--- config.mk ---
export PLATFORM = sky130hd
export DESIGN_NAME = divisor_programable
export DESIGN_NICKNAME = d
export VERILOG_FILES = /design/src/rtl/divisor_programable.sv
export SDC_FILE = /design/constraint.sdc
export NUM_CORES = 1
export LEC_CHECK = 0
export CORE_UTILIZATION = 54
export CTS_BUF_LIST = sky130_fd_sc_hd__clkbuf_2 sky130_fd_sc_hd__clkbuf_4 sky130_fd_sc_hd__clkbuf_8
export DETAILED_ROUTE_END_ITERATION = 8
export PLACE_DENSITY = 0.92
export SYNTH_ARGS = -nofsm -noshare
export SYNTH_HDL_FRONTEND = slang
export SYNTH_SLANG_ARGS = --single-unit
--- constraint.sdc ---
create_clock -name CLK -period 2.75 [get_ports CLK]
set_input_delay 0.275 -clock CLK [delete_from_list [all_inputs] [get_ports CLK]]
set_output_delay 0.275 -clock CLK [all_outputs]
set_load 0.005 [all_outputs]
--- src/rtl/divisor_programable.sv ---
// -----------------------------------------------------------------------------
// divisor_programable
//   Programmable clock-enable generator. It takes the divisor code from the
//   frequency selector and produces three things: a one-cycle Tick every
//   Div_act cycles, a near-50 % square wave, and a running tick count. A new
//   divisor is loaded only on the wrap edge, so a period is never cut short
//   or glitched.
//
// Ports
//   CLK       in   system clock, rising edge
//   Reset     in   asynchronous, active-high reset
//   En        in   count enable; 0 freezes all state (Tick forced low)
//   Div[5:0]  in   requested divisor N (values below 2 are clamped to 2)
//   Tick      out  registered strobe, one cycle per period
//   Clk_out   out  registered square wave: Div_act>>1 cycles high, rest low
//   Div_act   out  divisor currently in force
//   Pend      out  combinational; high while the clamped Div differs from Div_act
//   Tick_cnt  out  ticks since reset, modulo 256
// -----------------------------------------------------------------------------
module divisor_programable (
  input  logic       CLK,
  input  logic       Reset,
  input  logic       En,
  input  logic [5:0] Div,
  output logic       Tick,
  output logic       Clk_out,
  output logic [5:0] Div_act,
  output logic       Pend,
  output logic [7:0] Tick_cnt
);

  logic [5:0] cnt;
  logic [5:0] div_eff;
  logic [5:0] last_cnt;
  logic [5:0] half_cnt;
  logic       wrap;
  logic       half;

  // Divisors of 0 or 1 would give no room for a high and a low phase.
  assign div_eff  = (Div < 6'd2) ? 6'd2 : Div;

  // Div_act is never below 2, so neither subtraction can underflow.
  assign last_cnt = Div_act - 6'd1;
  assign half_cnt = (Div_act >> 1) - 6'd1;

  // Wrap takes priority: with Div_act = 2 the half point is cnt = 0 and the
  // wrap point is cnt = 1, so they never collide, but the ordering keeps
  // the intent explicit.
  assign wrap = En && (cnt == last_cnt);
  assign half = En && !wrap && (cnt == half_cnt);

  assign Pend = (div_eff != Div_act);

  always_ff @(posedge CLK or posedge Reset) begin
    if (Reset) begin
      cnt      <= 6'd0;
      Div_act  <= 6'd32;
      Tick     <= 1'b0;
      Clk_out  <= 1'b0;
      Tick_cnt <= 8'd0;
    end else if (wrap) begin
      cnt      <= 6'd0;
      Tick     <= 1'b1;
      Clk_out  <= 1'b1;
      Tick_cnt <= Tick_cnt + 8'd1;
      Div_act  <= div_eff;
    end else if (En) begin
      cnt  <= cnt + 6'd1;
      Tick <= 1'b0;
      if (half) begin
        Clk_out <= 1'b0;
      end
    end else begin
      Tick <= 1'b0;
    end
  end

endmodule

==> results of run 1 <==
-- flip-flops by register name (all words and copies together) (netlist names) --
signal / flops
Div_act: 6
cnt: 6
Tick_cnt: 8
Tick: 1
Clk_out: 1
-- layout make-up --
type / count / area [µm²]
clock buffer: 3 / 22.52
fill: 191 / 740.7
multi-input combinational: 99 / 788.3
clock inverter: 1 / 30.03
tap: 30 / 37.54
timing repair buffer: 27 / 265.3
sequential: 22 / 551.8
inverter: 5 / 18.77
-- cell usage after synthesis --
cell type and number:
and4_1 1, nor4_2 1, a221oi_2 1, o211ai_1 1
dfstp_2 1, mux2i_1 3, and3_1 1, nor2_4 1
ha_1 5, or3_1 1, clkbuf_1 2, xnor2_1 11
nand4_1 4, buf_2 2, buf_4 1, a21oi_1 2
a21o_1 1, mux2_2 1, nand2b_1 1, nand2_1 7
nor4b_2 1, inv_1 5, buf_6 1, nor3b_2 1
nand3b_1 1, mux2_1 5, nor3_1 6, a211oi_1 1
nor2_1 7, dfrtp_1 21, o21ai_0 1, a21boi_0 1
xor2_1 21, o221ai_4 1, nand4b_1 1, or2_2 1
o21ba_1 1, nand3_1 6, nor4_1 2
-- metrics by stage --
stage / hold slack [ns] / setup slack (ns) / power [µW] / instance area [µm²]
2_1_floorplan: 0.2635 / 0.5240 / 1298 / 1395
3_3_place_gp: 0.4591 / 0.4103 / 1540 / 1662
3_5_place_dp: 0.4651 / 0.2764 / 1605 / 1662
4_1_cts: 0.4412 / 0.2508 / 1859 / 1714
5_1_grt: 0.4941 / 0.1242 / 1991 / 1714
6_report: 0.3985 / 0.2498 / 1858 / 1714
-- final timing paths --
check | to | slack, ns | depth (start not counted)
max | Div_act[2]$_DFFE_PP0N_ | 0.25 | 7
min | Tick_cnt[6]$_DFFE_PP0N_ | 0.40 | 2
max reg2reg | Div_act[2]$_DFFE_PP0N_ | 0.25 | 7
min reg2reg | Tick_cnt[7]$_DFFE_PP0N_ | 0.49 | 1
max in group asynchronous | Div_act[3]$_DFFE_PP0N_ | 1.84 | 2
min in group CLK | Tick_cnt[7]$_DFFE_PP0N_ | 0.49 | 1
-- power by group --
part | internal (µW) | total, µW | switching (µW)
clock | 147 | 253 | 105
sequential | 434 | 627 | 193
combinational | 506 | 979 | 473
-- routing by layer --
| layer | vias to the layer above | wire length (µm) | track usage |
|---|---|---|---|
| met5 | - | 0 | 0 |
| li1 | 505 | - | - |
| met3 | 7 | 113 | 0.03768 |
| met1 | 518 | 1301 | 0.3002 |
| met4 | 0 | 52 | 0.1053 |
| met2 | 29 | 1494 | 0.4388 |
-- critical path, cell delays in order, from the launching register on --
cell	delay [ns]
dfrtp_1	0.47
inv_1	0.12
ha_1	0.27
o21ba_1	0.20
a221oi_2	0.35
o221ai_4	0.23
nor2_4	0.37
mux2_2	0.38
-- logic make-up after synthesis --
kind of cell,Yosys count,share of synthesized area
compound gates,10,0.06906
xor+xnor,32,0.2009
fa+ha+maj,5,0.04484
buf+inv,11,0.03947
flops,22,0.3955
mux,9,0.06995
simple gates,43,0.1803
==> results.md, run 1 <==
* Status: finished clean
* Worst setup EP type: register
* CTS tree: built
* Drt drc at 0
* Initial antenna violation count at 0
* Total GRT Usage at 0.2500
* I/O Buffers at 25
* Tcrit/Tclk final at 0.9091
* Routed Antenna Nets at 0
* Max-slew headroom at 0.4521
* Least-Margin Pin Slew at 0.8210 ns
* Post-synthesis sequential area ratio at 0.3955
* Most common cell after layout, fill and taps aside: clkdlybuf4s50_1
* Fmax at 400.0 MHz
* Hold-fix buffers, CTS at 0
* Power Dens Cells at 1084 nW/µm²
* Root buffer cell: clkbuf_4
* Core area at 2455 µm²
* Yosys reg bits at 22
* Inst Count DP at 183
* Post-CTS Setup Bufs at 0
* Vias per cell at 5.663
* CTS clk-pin slew, worst paths at 0.13 ns
* Max Cap Viol at 0
* TritonRoute pass-1 iters at 4
* Initial core utilization at 0.5683
* Mean Syn Cell Area at 10.57 µm²
* Final hold violations at 0
* GRT overflow at 0
* Maximum vdd drop at 695.6 µV
* First-pass GRT wire length at 4961 µm
* Area delta synth->final at 22.87%
* Cell taking the most area after synthesis: dfrtp_1
* Drt initial violations at 8
* Clk sinks at 22
* Syn_nets at 146
* Via count at 1059
* CTS HTree Levels at 1
* Setup-failing EPs final at 0
* Synthesized instance count at 132
* Final nets at 172
* Worst EP arrival at 2.71 ns
* Leak at 0.0007498 µW
* Die Width at 52.83 µm
* Final Non-Filler Cells at 187
* Die Area at 2791 µm²
* CTS Buf Count at 3
* Synth top area share at 0.3767
* Final setup skew at 0.01003 ns
* I/O pins at 26
* Detailed placement HPWL at 2239 µm
* Number of global-route vias before repair at 1103
* Clk buf depth at 2
* Required @ worst endpoint at 2.96 ns
* Min Tclk post-route at 2.500 ns
* Crit path max fanout at 14
* Average wire per standard cell at 15.83 µm
* Ant. Diodes at 0
* Syn Std Cell Area at 1395 µm²
* Core Util, Final at 0.6983
* Critical path launch point: Div_act[0]$_DFFE_PP0N_
* CP startpoint kind: register
* Worst Hold Class: in -> async
* Worst reg2reg path startpoint: Div_act[0]$_DFFE_PP0N_
* Unrepaired setup endpoints after global routing: false
* Final TNS setup at 0 ns
* Clk Latency, worst-skew pair at 0.32 ns
* Yosys warnings at 0
* Most frequent cells in the layout: 25 x clkdlybuf4s50_1, 21 x dfrtp_1, 21 x xor2_1
* GP Congestion at 0.8004
* Std-Cell Rows at 18
* Synth top area cells: dfrtp_1 38%, xor2_1 13%, xnor2_1 6.9%
* Pins Over Slew Limit at 0
* Distinct cells, synth at 39
* Largest net degree at the start of global routing at 23
* Resized cells post-CTS at 0
* Share of cells above drive strength 1 at 0.09554
* Routed wire length at 2960 µm
* Die height at 52.83 µm
* Critical path type: reg -> reg
(Power assumes the default switching activity.)
==> inputs of run 2 (changes only) <==
--- a/config.mk
+++ b/config.mk
@@ -8,7 +8,7 @@
 export CORE_UTILIZATION = 54
 export CTS_BUF_LIST = sky130_fd_sc_hd__clkbuf_2 sky130_fd_sc_hd__clkbuf_4 sky130_fd_sc_hd__clkbuf_8
 export DETAILED_ROUTE_END_ITERATION = 8
-export PLACE_DENSITY = 0.92
+export PLACE_DENSITY_LB_ADDON = 0.2
 export SYNTH_ARGS = -nofsm -noshare
 export SYNTH_HDL_FRONTEND = slang
 export SYNTH_SLANG_ARGS = --single-unit
==> run 2 against run 1 <==
First-iteration DRC count rose by 63%. Critical endpoint is now Div_act[4]$_DFFE_PP0N_. Register-to-register slack got worse by 0.02 ns. Final cell count did not move. Fmax fell by 0.71%.
==> results.md, run 2 (synthesis results as in run 1) <==
* Reg2reg setup slack at 0.23 ns (was 0.25 ns)
* CTS HTree Levels at 1 (unchanged)
* Power Dens Cells at 1039 nW/µm² (was 1084 nW/µm²)
* Root buffer cell: clkbuf_4 (unchanged)
* Detailed placement HPWL at 2050 µm (was 2239 µm)
* GRT overflow at 0 (unchanged)
* Worst setup EP type: register (unchanged)
* Unrepaired setup endpoints after global routing: false (unchanged)
* Setup-failing EPs final at 0 (unchanged)
* Most common cell after layout, fill and taps aside: clkdlybuf4s50_1 (unchanged)
* Internal Power at 1004 µW (was 1087 µW)
* Largest net degree at the start of global routing at 23 (unchanged)
* CP max-delay cell: dfrtp_1 (unchanged)
* Min Tclk post-route at 2.518 ns (was 2.500 ns)
* CTS clk-pin slew, worst paths at 0.13 ns (about the same)
* Hold-fix buffers, CTS at 0 (unchanged)
* Max reg flops at 8 (unchanged)
* Switching pwr at 753.3 µW (was 771.6 µW)
* TritonRoute pass-1 iters at 4 (unchanged)
* Initial antenna violation count at 0 (unchanged)
* Via count at 1067 (was 1059)
* Pins Over Slew Limit at 0 (unchanged)
* Clk sinks at 22 (unchanged)
* Clk buf depth at 2 (unchanged)
* CTS tree: built (unchanged)
* Crit path max fanout at 14 (unchanged)
* Seq pwr share at 0.356 (was 0.337)
* Average wire per standard cell at 14.80 µm (was 15.83 µm)
* Final nets at 172 (unchanged)
* Core area at 2455 µm² (unchanged)
* Critical path, cell by cell: inv_1, ha_1, o21ba_1, a221oi_2, o221ai_4, nor2_4, mux2_1 (was inv_1, ha_1, o21ba_1, a221oi_2, o221ai_4, nor2_4, mux2_2)
* Reg2reg path depth at 7 (unchanged)
* Final TNS setup at 0 ns (unchanged)
* Tcrit/Tclk final at 0.9157 (was 0.9091)
* Worst hold slack at 0.4074 ns (was 0.3985 ns)
* Critical path type: reg -> reg (unchanged)
* Combinational cell fraction of total power at 0.551 (was 0.527)
* Max Cap Viol at 0 (unchanged)
* Final hold violations at 0 (unchanged)
* Maximum vdd drop at 628.1 µV (was 695.6 µV)
* Switching Share at 0.4286 (was 0.4152)
* Overall Power at 1758 µW (was 1858 µW)
* Die height at 52.83 µm (unchanged)
* Total GRT Usage at 0.2257 (was 0.2500)
* Multi-input logic area at 788.3 µm² (unchanged)
* Worst R2R End: Div_act[4]$_DFFE_PP0N_ (was Div_act[2]$_DFFE_PP0N_)
* Std-Cell Rows at 18 (unchanged)
* Vias per cell at 5.706 (was 5.663)
* Worst EP arrival at 2.71 ns (about the same)
* GP Congestion at 0.8879 (was 0.8004)
* I/O Buffers at 25 (unchanged)
* Leak at 0.0007402 µW (was 0.0007498 µW)
* Clock network power share at 0.093 (was 0.136)
* Delay of the slowest critical-path stage at 0.48 ns (was 0.47 ns)
* Most frequent cells in the layout: 25 x clkdlybuf4s50_1, 21 x dfrtp_1, 21 x xor2_1 (unchanged)
* Max-slew headroom at 0.4613 (was 0.4521)
* Delay-heaviest family, CP: compound AO/OA/AOI/OAI gates (unchanged)
* I/O pins at 26 (unchanged)
* Resized cells post-CTS at 0 (unchanged)
* Ant. Diodes at 0 (unchanged)
* Die Area at 2791 µm² (unchanged)
* Area delta synth->final at 21.26% (was 22.87%)
* WP buf/inv at 1 (unchanged)
* Routed Antenna Nets at 0 (unchanged)
* Drt drc at 0 (unchanged)
* FF/Latch Area at 551.8 µm² (unchanged)
* Required @ worst endpoint at 2.94 ns (was 2.96 ns)
* Final setup skew at 0.01073 ns (was 0.01003 ns)
* Die Width at 52.83 µm (unchanged)
* Status: finished clean (unchanged)
* Fill count at 194 (was 191)
* Drt initial violations at 13 (was 8)
* Biggest register: Tick_cnt (unchanged)
* Routed wire length at 2767 µm (was 2960 µm)
* CP startpoint kind: register (unchanged)
* First-pass GRT wire length at 4581 µm (was 4961 µm)
* Worst Hold Class: in -> async (unchanged)
* Worst reg2reg path startpoint: Div_act[0]$_DFFE_PP0N_ (unchanged)
* Share of cells above drive strength 1 at 0.09554 (unchanged)
* Registers with the most flip-flops: Tick_cnt (8), Div_act (6), cnt (6) (unchanged)
* Post-CTS Setup Bufs at 0 (unchanged)
* Fmax at 397.1 MHz (was 400.0 MHz)
* Number of global-route vias before repair at 997 (was 1103)
* CTS Buf Count at 3 (unchanged)
* Initial core utilization at 0.5683 (unchanged)
* Clk Latency, worst-skew pair at 0.31 ns (was 0.32 ns)
* Least-Margin Pin Slew at 0.8071 ns (was 0.8210 ns)
-- run 2: worst max-delay path by stage --
stage | from | slack [ns] | endpoint | cells after the start
2_1_floorplan | Div_act[0]$_DFFE_PP0N_ | 0.52 | Div_act[1]$_DFFE_PP0N_ | 8
3_3_place_gp | Div_act[0]$_DFFE_PP0N_ | 0.39 | Div_act[2]$_DFFE_PP0N_ | 7
3_5_place_dp | Div_act[0]$_DFFE_PP0N_ | 0.26 | Div_act[2]$_DFFE_PP0N_ | 7
4_1_cts | Div_act[0]$_DFFE_PP0N_ | 0.22 | Div_act[4]$_DFFE_PP0N_ | 7
5_1_grt | Div_act[0]$_DFFE_PP0N_ | 0.11 | Div_act[2]$_DFFE_PP0N_ | 7
6_report | Div_act[0]$_DFFE_PP0N_ | 0.23 | Div_act[4]$_DFFE_PP0N_ | 7
-- run 2: area by class of cell --
type,instances,share of cell area
flip-flops and latches,22,0.3262
clock buffers,4,0.01775
inverters,5,0.01109
well taps,30,0.02219
multi-input cells,99,0.4660
repair buffers,27,0.1568
-- run 2: worst register-to-register path: stages (launching register included) --
cell and delay (ns):
dfrtp_1 0.48, inv_1 0.13, ha_1 0.27, o21ba_1 0.20, a221oi_2 0.35, o221ai_4 0.23
nor2_4 0.37, mux2_1 0.37
-- run 2: power groups by stage --
stage | Combinational, µW | Sequential [µW] | Clock (µW)
after floorplan | 741 | 558 | 0
after global placement | 931 | 616 | 0
after detailed placement | 961 | 630 | 0
after CTS | 974 | 625 | 167
after global routing | 1050 | 648 | 187
final | 968 | 626 | 163
-- run 2: per-stage QoR --
| step | cell area (µm²) | util | std cells | worst slack, ns |
|---|---|---|---|---|
| CTS | 1692 | 0.6891 | 187 | 0.2221 |
| global placement | 1662 | 0.6769 | 183 | 0.3872 |
| floorplan | 1395 | - | 132 | 0.5240 |
| finish | 1692 | 0.6891 | 187 | 0.2319 |
| detailed placement | 1662 | 0.6769 | 183 | 0.2567 |
| global route | 1692 | 0.6891 | 187 | 0.1129 |
-- run 2: layer usage --
metal | global-route usage | routed length, µm | vias up
met5 | 0 | 0 | -
met4 | 0.06140 | 13 | 0
met3 | 0.04058 | 122 | 2
met2 | 0.3819 | 1324 | 29
met1 | 0.2919 | 1307 | 529
li1 | - | - | 507
==> inputs of run 3 (changes only) <==
--- a/config.mk
+++ b/config.mk
@@ -9,6 +9,7 @@
 export CTS_BUF_LIST = sky130_fd_sc_hd__clkbuf_2 sky130_fd_sc_hd__clkbuf_4 sky130_fd_sc_hd__clkbuf_8
 export DETAILED_ROUTE_END_ITERATION = 8
 export PLACE_DENSITY_LB_ADDON = 0.2
+export SKIP_LAST_GASP = 1
 export SYNTH_ARGS = -nofsm -noshare
 export SYNTH_HDL_FRONTEND = slang
 export SYNTH_SLANG_ARGS = --single-unit
==> results of run 3 <==
Final layout, timing and power as in run 2 (identical DEF).
